`config.mk`:
```
export PLATFORM = sky130hd
export DESIGN_NAME = acc_ctrl_seq
export DESIGN_NICKNAME = d
export VERILOG_FILES = /design/src/rtl/acc_ctrl_pkg.sv /design/src/rtl/acc_ctrl_decode.sv /design/src/rtl/acc_ctrl_seq.sv
export SDC_FILE = /design/constraint.sdc
export NUM_CORES = 1
export LEC_CHECK = 0
export ABC_AREA = 1
export BUFFER_PORTS_ARGS = -buffer_cell sky130_fd_sc_hd__buf_2
export CORE_UTILIZATION = 55
export DETAILED_ROUTE_END_ITERATION = 8
export PLACE_DENSITY = 0.8
export SETUP_SLACK_MARGIN = 0.05
export SLEW_MARGIN = 30
export SYNTH_ARGS = -nofsm -noshare
export SYNTH_HDL_FRONTEND = slang
export SYNTH_SLANG_ARGS = --single-unit
```
`constraint.sdc`:
```
create_clock -name clk -period 7 [get_ports clk]
set_clock_uncertainty 0.15 [all_clocks]
set_input_delay 0.35 -clock clk [delete_from_list [all_inputs] [get_ports clk]]
set_output_delay 0.35 -clock clk [all_outputs]
set_load 0.05 [all_outputs]
```
`src/rtl/acc_ctrl_pkg.sv`:
```
// acc_ctrl_pkg: shared opcode, accumulator-select, ALU and FSM encodings for the accumulator sequencer
package acc_ctrl_pkg;
  localparam logic [3:0] OP_NOP  = 4'h0;
  localparam logic [3:0] OP_LDI  = 4'h1;
  localparam logic [3:0] OP_LDR  = 4'h2;
  localparam logic [3:0] OP_STR  = 4'h3;
  localparam logic [3:0] OP_ADD  = 4'h4;
  localparam logic [3:0] OP_SUB  = 4'h5;
  localparam logic [3:0] OP_AND  = 4'h6;
  localparam logic [3:0] OP_OR   = 4'h7;
  localparam logic [3:0] OP_XOR  = 4'h8;
  localparam logic [3:0] OP_JMP  = 4'h9;
  localparam logic [3:0] OP_JZ   = 4'hA;
  localparam logic [3:0] OP_JN   = 4'hB;
  localparam logic [3:0] OP_HALT = 4'hF;
  localparam logic [1:0] SEL_IMM = 2'b00;
  localparam logic [1:0] SEL_REG = 2'b01;
  localparam logic [1:0] SEL_ALU = 2'b10;
  localparam logic [2:0] ALU_ADD = 3'd0;
  localparam logic [2:0] ALU_SUB = 3'd1;
  localparam logic [2:0] ALU_AND = 3'd2;
  localparam logic [2:0] ALU_OR  = 3'd3;
  localparam logic [2:0] ALU_XOR = 3'd4;
  localparam logic [1:0] NC_FETCH = 2'd0;
  localparam logic [1:0] NC_OPRD  = 2'd1;
  localparam logic [1:0] NC_EXEC  = 2'd2;
  localparam logic [1:0] NC_HALT  = 2'd3;
  typedef logic [2:0] state_t;
  localparam state_t S_IDLE   = 3'd0;
  localparam state_t S_FETCH  = 3'd1;
  localparam state_t S_DECODE = 3'd2;
  localparam state_t S_OPRD   = 3'd3;
  localparam state_t S_EXEC   = 3'd4;
  localparam state_t S_HALT   = 3'd5;
endpackage

```
`src/rtl/acc_ctrl_decode.sv`:
```
// acc_ctrl_decode: combinational opcode classifier (next-state class, alu_op, branch, legality)
// ACC_CTRL_ILLEGAL_TRAP_EN: illegal opcodes route DECODE to HALT instead of back to FETCH
module acc_ctrl_decode
  import acc_ctrl_pkg::*;
(
  input  logic [3:0] opcode,
  output logic [1:0] nxt_cls,
  output logic [2:0] alu_op,
  output logic       is_branch,
  output logic       is_legal
);
`ifdef ACC_CTRL_ILLEGAL_TRAP_EN
  localparam logic [1:0] ILL_CLS = NC_HALT;
`else
  localparam logic [1:0] ILL_CLS = NC_FETCH;
`endif
  logic is_alu, is_mem;
  always_comb begin
    is_alu    = opcode >= OP_ADD && opcode <= OP_XOR;
    is_mem    = opcode == OP_LDI || opcode == OP_LDR || opcode == OP_STR;
    is_branch = opcode == OP_JMP || opcode == OP_JZ || opcode == OP_JN;
    is_legal  = !(opcode > OP_JN && opcode < OP_HALT);
    alu_op    = opcode == OP_SUB ? ALU_SUB :
                opcode == OP_AND ? ALU_AND :
                opcode == OP_OR  ? ALU_OR  :
                opcode == OP_XOR ? ALU_XOR : ALU_ADD;
    nxt_cls   = opcode == OP_HALT      ? NC_HALT  :
                is_alu                 ? NC_OPRD  :
                (is_mem || is_branch)  ? NC_EXEC  :
                (opcode == OP_NOP)     ? NC_FETCH : ILL_CLS;
  end
endmodule

```
`src/rtl/acc_ctrl_seq.sv`:
```
// acc_ctrl_seq: multi-cycle fetch/decode/execute sequencer for the 8-bit accumulator CPU
// ACC_CTRL_ILLEGAL_TRAP_EN (resolved in acc_ctrl_decode) makes illegal opcodes halt the core
module acc_ctrl_seq
  import acc_ctrl_pkg::*;
#(
  parameter int PC_W = 8,
  parameter int NREG = 4
) (
  input  logic                    clk,
  input  logic                    clb,
  output logic                    instr_req,
  output logic [PC_W-1:0]         instr_addr,
  input  logic                    instr_ack,
  input  logic [7:0]              instr_in,
  input  logic                    acc_zero,
  input  logic                    acc_neg,
  output logic                    load_acc,
  output logic [1:0]              sel_acc,
  output logic [3:0]              immediate,
  output logic [$clog2(NREG)-1:0] reg_addr,
  output logic                    reg_we,
  output logic [2:0]              alu_op,
  output logic                    halted,
  output logic                    illegal
);
  localparam int RW = $clog2(NREG);
  state_t          state_q, state_d;
  logic [PC_W-1:0] pc_q, pc_d;
  logic [7:0]      ir_q, ir_d;
  logic [3:0]      op, immediate_q, immediate_d;
  logic [1:0]      nxt_cls, sel_acc_q, sel_acc_d;
  logic [2:0]      dec_alu, alu_op_q, alu_op_d;
  logic [RW-1:0]   reg_addr_q, reg_addr_d;
  logic            is_branch, is_legal, is_alu, taken, in_op, in_ex;
  logic            instr_req_q, instr_req_d, load_acc_q, load_acc_d, reg_we_q, reg_we_d;
  logic            halted_q, halted_d, illegal_q, illegal_d;

  assign ir_d = (state_q == S_FETCH && instr_ack) ? instr_in : ir_q;
  assign op   = ir_d[7:4];

  acc_ctrl_decode u_decode (
    .opcode    (op),
    .nxt_cls   (nxt_cls),
    .alu_op    (dec_alu),
    .is_branch (is_branch),
    .is_legal  (is_legal)
  );

  assign taken = is_branch && (op == OP_JMP || (op == OP_JZ && acc_zero) || (op == OP_JN && acc_neg));

  always_comb begin
    state_d   = state_q;
    pc_d      = pc_q;
    illegal_d = illegal_q;
    case (state_q)
      S_IDLE:   state_d = S_FETCH;
      S_FETCH:  if (instr_ack) begin
        state_d = S_DECODE;
        pc_d    = pc_q + PC_W'(1);
      end
      S_DECODE: begin
        state_d   = nxt_cls == NC_OPRD ? S_OPRD :
                    nxt_cls == NC_EXEC ? S_EXEC :
                    nxt_cls == NC_HALT ? S_HALT : S_FETCH;
        illegal_d = illegal_q | ~is_legal;
      end
      S_OPRD:   state_d = S_EXEC;
      S_EXEC: begin
        state_d = S_FETCH;
        pc_d    = taken ? pc_q + {{(PC_W-4){ir_q[3]}}, ir_q[3:0]} : pc_q;
      end
      default:  state_d = S_HALT;
    endcase
  end

  // Outputs are registered from the next state so they line up with the state they describe
  always_comb begin
    in_op       = state_d == S_DECODE || state_d == S_OPRD || state_d == S_EXEC;
    in_ex       = state_d == S_EXEC;
    is_alu      = nxt_cls == NC_OPRD;
    instr_req_d = state_d == S_FETCH;
    reg_addr_d  = in_op ? ir_d[RW-1:0] : '0;
    alu_op_d    = in_op ? dec_alu : ALU_ADD;
    load_acc_d  = in_ex && (op == OP_LDI || op == OP_LDR || is_alu);
    sel_acc_d   = !in_ex ? SEL_IMM : op == OP_LDR ? SEL_REG : is_alu ? SEL_ALU : SEL_IMM;
    immediate_d = (in_ex && op == OP_LDI) ? ir_d[3:0] : 4'h0;
    reg_we_d    = in_ex && op == OP_STR;
    halted_d    = state_d == S_HALT;
  end

  always_ff @(posedge clk or negedge clb) begin
    if (!clb) begin
      state_q     <= S_IDLE;
      pc_q        <= '0;
      ir_q        <= '0;
      instr_req_q <= 1'b0;
      load_acc_q  <= 1'b0;
      sel_acc_q   <= SEL_IMM;
      immediate_q <= '0;
      reg_addr_q  <= '0;
      reg_we_q    <= 1'b0;
      alu_op_q    <= ALU_ADD;
      halted_q    <= 1'b0;
      illegal_q   <= 1'b0;
    end else begin
      state_q     <= state_d;
      pc_q        <= pc_d;
      ir_q        <= ir_d;
      instr_req_q <= instr_req_d;
      load_acc_q  <= load_acc_d;
      sel_acc_q   <= sel_acc_d;
      immediate_q <= immediate_d;
      reg_addr_q  <= reg_addr_d;
      reg_we_q    <= reg_we_d;
      alu_op_q    <= alu_op_d;
      halted_q    <= halted_d;
      illegal_q   <= illegal_d;
    end
  end

  assign instr_req  = instr_req_q;
  assign instr_addr = pc_q;
  assign load_acc   = load_acc_q;
  assign sel_acc    = sel_acc_q;
  assign immediate  = immediate_q;
  assign reg_addr   = reg_addr_q;
  assign reg_we     = reg_we_q;
  assign alu_op     = alu_op_q;
  assign halted     = halted_q;
  assign illegal    = illegal_q;
endmodule
```
==> impl_metrics.env <==
export IMPL_synth_area_mux_share_pct=0
export IMPL_min_period_over_period_pct=35.7
export IMPL_synth_simple_area_share_pct=30.1
export IMPL_cp_end_kind="flip-flop"
export IMPL_syn_area_per_cell_um2=8.64
export IMPL_tns_ns=0
export IMPL_wl_per_cell_um=12.1
export IMPL_pre_cts_slack_ns=4.59
export IMPL_finalWorstSetupSlack_ns=4.50
export IMPL_power_leakage_nw=1.27
export IMPL_drc=0
export IMPL_clkTransAtPathRegs_ns=0.11
export IMPL_wl_um=3640
export IMPL_synth_xor_area_share_pct=3.30
export IMPL_yosys_top_cells_area="dfrtp_1 (47%), nand2_1 (10%), inv_1 (7.1%)"
export IMPL_p_seq_share_pct=62.4
export IMPL_fmaxAchievable_mhz=400
export IMPL_port_buffers=36
export IMPL_dp_hpwl_um=2680
export IMPL_firstDrtPassIters=4
export IMPL_final_cell_mix="nand2_1 (50), buf_2 (36), inv_1 (35), dfrtp_1 (35), nand3_1 (15)"
export IMPL_slew_viol_final=0
export IMPL_worstPathRequired_ns=7.14
export IMPL_gr_total_overflow=0
export IMPL_floorplan_initialDensity_pct=59.4
export IMPL_die_y_um=60.1
export IMPL_internal_power_uw=252
export IMPL_n_antenna_cell=0
export IMPL_combinationalPowerShare_pct=2.6
export IMPL_hold_viol=0
export IMPL_cts_resized=0
export IMPL_dr_total_vias=1498
export IMPL_cts_sinks=35
export IMPL_track_usage_pct=23.0
export IMPL_fin_cells=301
export IMPL_clock_power_share_pct=35.0
export IMPL_fp_dieArea_mm2=0.00361
export IMPL_grt_pass1_vias=1379
export IMPL_cp_max_fo=5
export IMPL_gp_congestion=0.784
export IMPL_core_area_mm2=0.00313
export IMPL_rsz0062_at_grt="false"
export IMPL_final_util_pct=68.7
export IMPL_yosysTopAreaCellShare_pct=47.2
export IMPL_chipWidth_um=60.1
export IMPL_cts_root_buf="clkbuf_4"
export IMPL_clkLatencyLatePin_ns=0.35
export IMPL_area_growth_pct=15.7
export IMPL_drive_gt1_share_pct=27.6
export IMPL_irDropWorstVdd_v=0.000136
export IMPL_yosysUniqueCellTypes=25
export IMPL_cts_tree="built"
export IMPL_synth_net_count=236
export IMPL_nFillCells=260
export IMPL_ios=37
export IMPL_synth_top_family_by_area="simple AND/OR/NAND/NOR gates"
export IMPL_synthAdderAreaFrac_pct=5.80
export IMPL_p_sw_uw=72.1
export IMPL_cts_buffers=5
export IMPL_grt_pass1_wl_um=5980
export IMPL_p_per_area_mw_per_mm2=151
export IMPL_critPathArrivalTime_ns=2.64
export IMPL_tightestPinTransition_ns=0.767
export IMPL_antenna_found_initial=0
export IMPL_grt_max_degree=36
export IMPL_num_rows=20
export IMPL_ys_warn_count=0
export IMPL_cts_buffer_depth=2
export IMPL_max_cap_violations=0
export IMPL_path_class="flip-flop to flip-flop"
export IMPL_placed_cells=293
export IMPL_max_slew_margin_rel_pct=48.9
export IMPL_synth_compound_area_share_pct=5.26
export IMPL_nNetsFinal=278
export IMPL_status="complete, no violations"
export IMPL_drtAntennaViolNets=0
export IMPL_drt_iter0_drc=59
export IMPL_critPathLaunchType="flip-flop"
export IMPL_power_switching_share_pct=22.3
export IMPL_fin_crit_ns=2.50
export IMPL_syn_area_mm2=0.00186
export IMPL_seq_area_frac_synth_pct=47.2
export IMPL_yosysTopAreaCell="dfrtp_1"
export IMPL_h_tree_depth=2
export IMPL_ys_seq_elements=35
export IMPL_hold_class="input port to flip-flop"
export IMPL_setup_viol=0
export IMPL_final_common_cell="nand2_1"
export IMPL_syn_inst=215
export IMPL_viasPerCell=4.98
-- power groups by stage --
stage	clock (mW)	sequential [mW]	combinational, mW
4_1_cts	0.118	0.202	0.00878
6_report	0.113	0.202	0.00843
5_1_grt	0.123	0.202	0.00976
3_3_place_gp	0	0.206	0.00834
3_5_place_dp	0	0.206	0.00837
2_1_floorplan	0	0.206	0.00111
-- synth_stat cells --
| cell | n |
|---|---|
| a21oi_1 | 8 |
| a21oi_2 | 1 |
| a31o_2 | 1 |
| buf_2 | 2 |
| dfrtp_1 | 35 |
| fa_1 | 1 |
| ha_1 | 7 |
| inv_1 | 35 |
| inv_2 | 4 |
| nand2_1 | 50 |
| nand2_2 | 6 |
| nand2_4 | 5 |
| nand3_1 | 15 |
| nand3_4 | 3 |
| nand3b_1 | 2 |
| nand4_1 | 1 |
| nor2_1 | 13 |
| nor2_2 | 5 |
| nor2_4 | 2 |
| nor3_1 | 3 |
| nor3_2 | 1 |
| o21ai_0 | 7 |
| o21ai_1 | 1 |
| xnor2_1 | 4 |
| xor2_1 | 3 |
-- per-layer routing --
metal / global-route usage [%] / wire [um]
met5: 0 / 0
met2: 35.3 / 1730
met4: 10.6 / 8
met1: 30.4 / 1670
met3: 5.63 / 225
-- state kept, by name, indices dropped and copies added, names as in the netlist --
| signal | flops |
|---|---|
| instr_req | 1 |
| reg_addr | 2 |
| instr_addr | 8 |
| halted | 1 |
| immediate | 4 |
| illegal | 1 |
| sel_acc | 2 |
| ir_q | 8 |
| reg_we | 1 |
| state_q | 3 |
| load_acc | 1 |
| alu_op | 3 |
-- logic make-up (layout without fill, tap and decap cells) --
| kind of cell | Yosys count | count (layout) |
|---|---|---|
| xor+xnor | 7 | 7 |
| fa+ha+maj | 8 | 8 |
| simple gates | 106 | 106 |
| buf+inv | 41 | 83 |
| flops | 35 | 35 |
| compound gates | 18 | 18 |
-- per-stage QoR --
stage,cell area (um2),power [mW],hold WS [ns]
global route,2150,0.335,0.194
finish,2150,0.324,0.171
detailed placement,2080,0.214,0.315
CTS,2150,0.328,0.166
global placement,2080,0.214,0.302
floorplan,1860,0.207,-0.0956
-- worst paths after layout --
path | to | cells past startpoint | startpoint | slack [ns]
min in group asynchronous | ir_q[7]$_DFF_PN0_ | 2 | clb | 0.45
setup reg to reg | instr_addr[6]$_DFFE_PN0P_ | 12 | state_q[1]$_DFF_PN0_ | 4.50
hold reg to reg | illegal$_DFFE_PN0P_ | 1 | illegal$_DFFE_PN0P_ | 0.36
setup / recovery | instr_addr[6]$_DFFE_PN0P_ | 12 | state_q[1]$_DFF_PN0_ | 4.50
hold / removal | ir_q[1]$_DFF_PN0_ | 3 | instr_in[1] | 0.17
max in group asynchronous | ir_q[3]$_DFF_PN0_ | 2 | clb | 5.76
-- worst max-delay path, cell delays in order (launching register included) --
cell and delay [ns]:
dfrtp_1 0.43, nor2_1 0.20, nand2_1 0.14, nor2_1 0.30, ha_1 0.37, a21oi_1 0.16, o21ai_0 0.15, nand2_1 0.09
nand2_1 0.05, a21oi_1 0.15, xnor2_1 0.13, nand2_1 0.06, nand2_1 0.05
-- final cells by class --
type	count	area, um2	area share (%)
clock inverter	1	5.00	0.233
multi-input combinational	139	825	38.4
sequential	35	876	40.8
timing repair buffer	37	190	8.85
clock buffer	6	51.3	2.39
inverter	39	146	6.81
tap	44	55.1	2.56
-- timing repair --
item	CTS	global route
buffers inserted	0	0
endpoints found under the setup margin	0	0
hold buffers	1	0
endpoints found under the hold margin	35	0
Power figures use the tool's default switching activity.
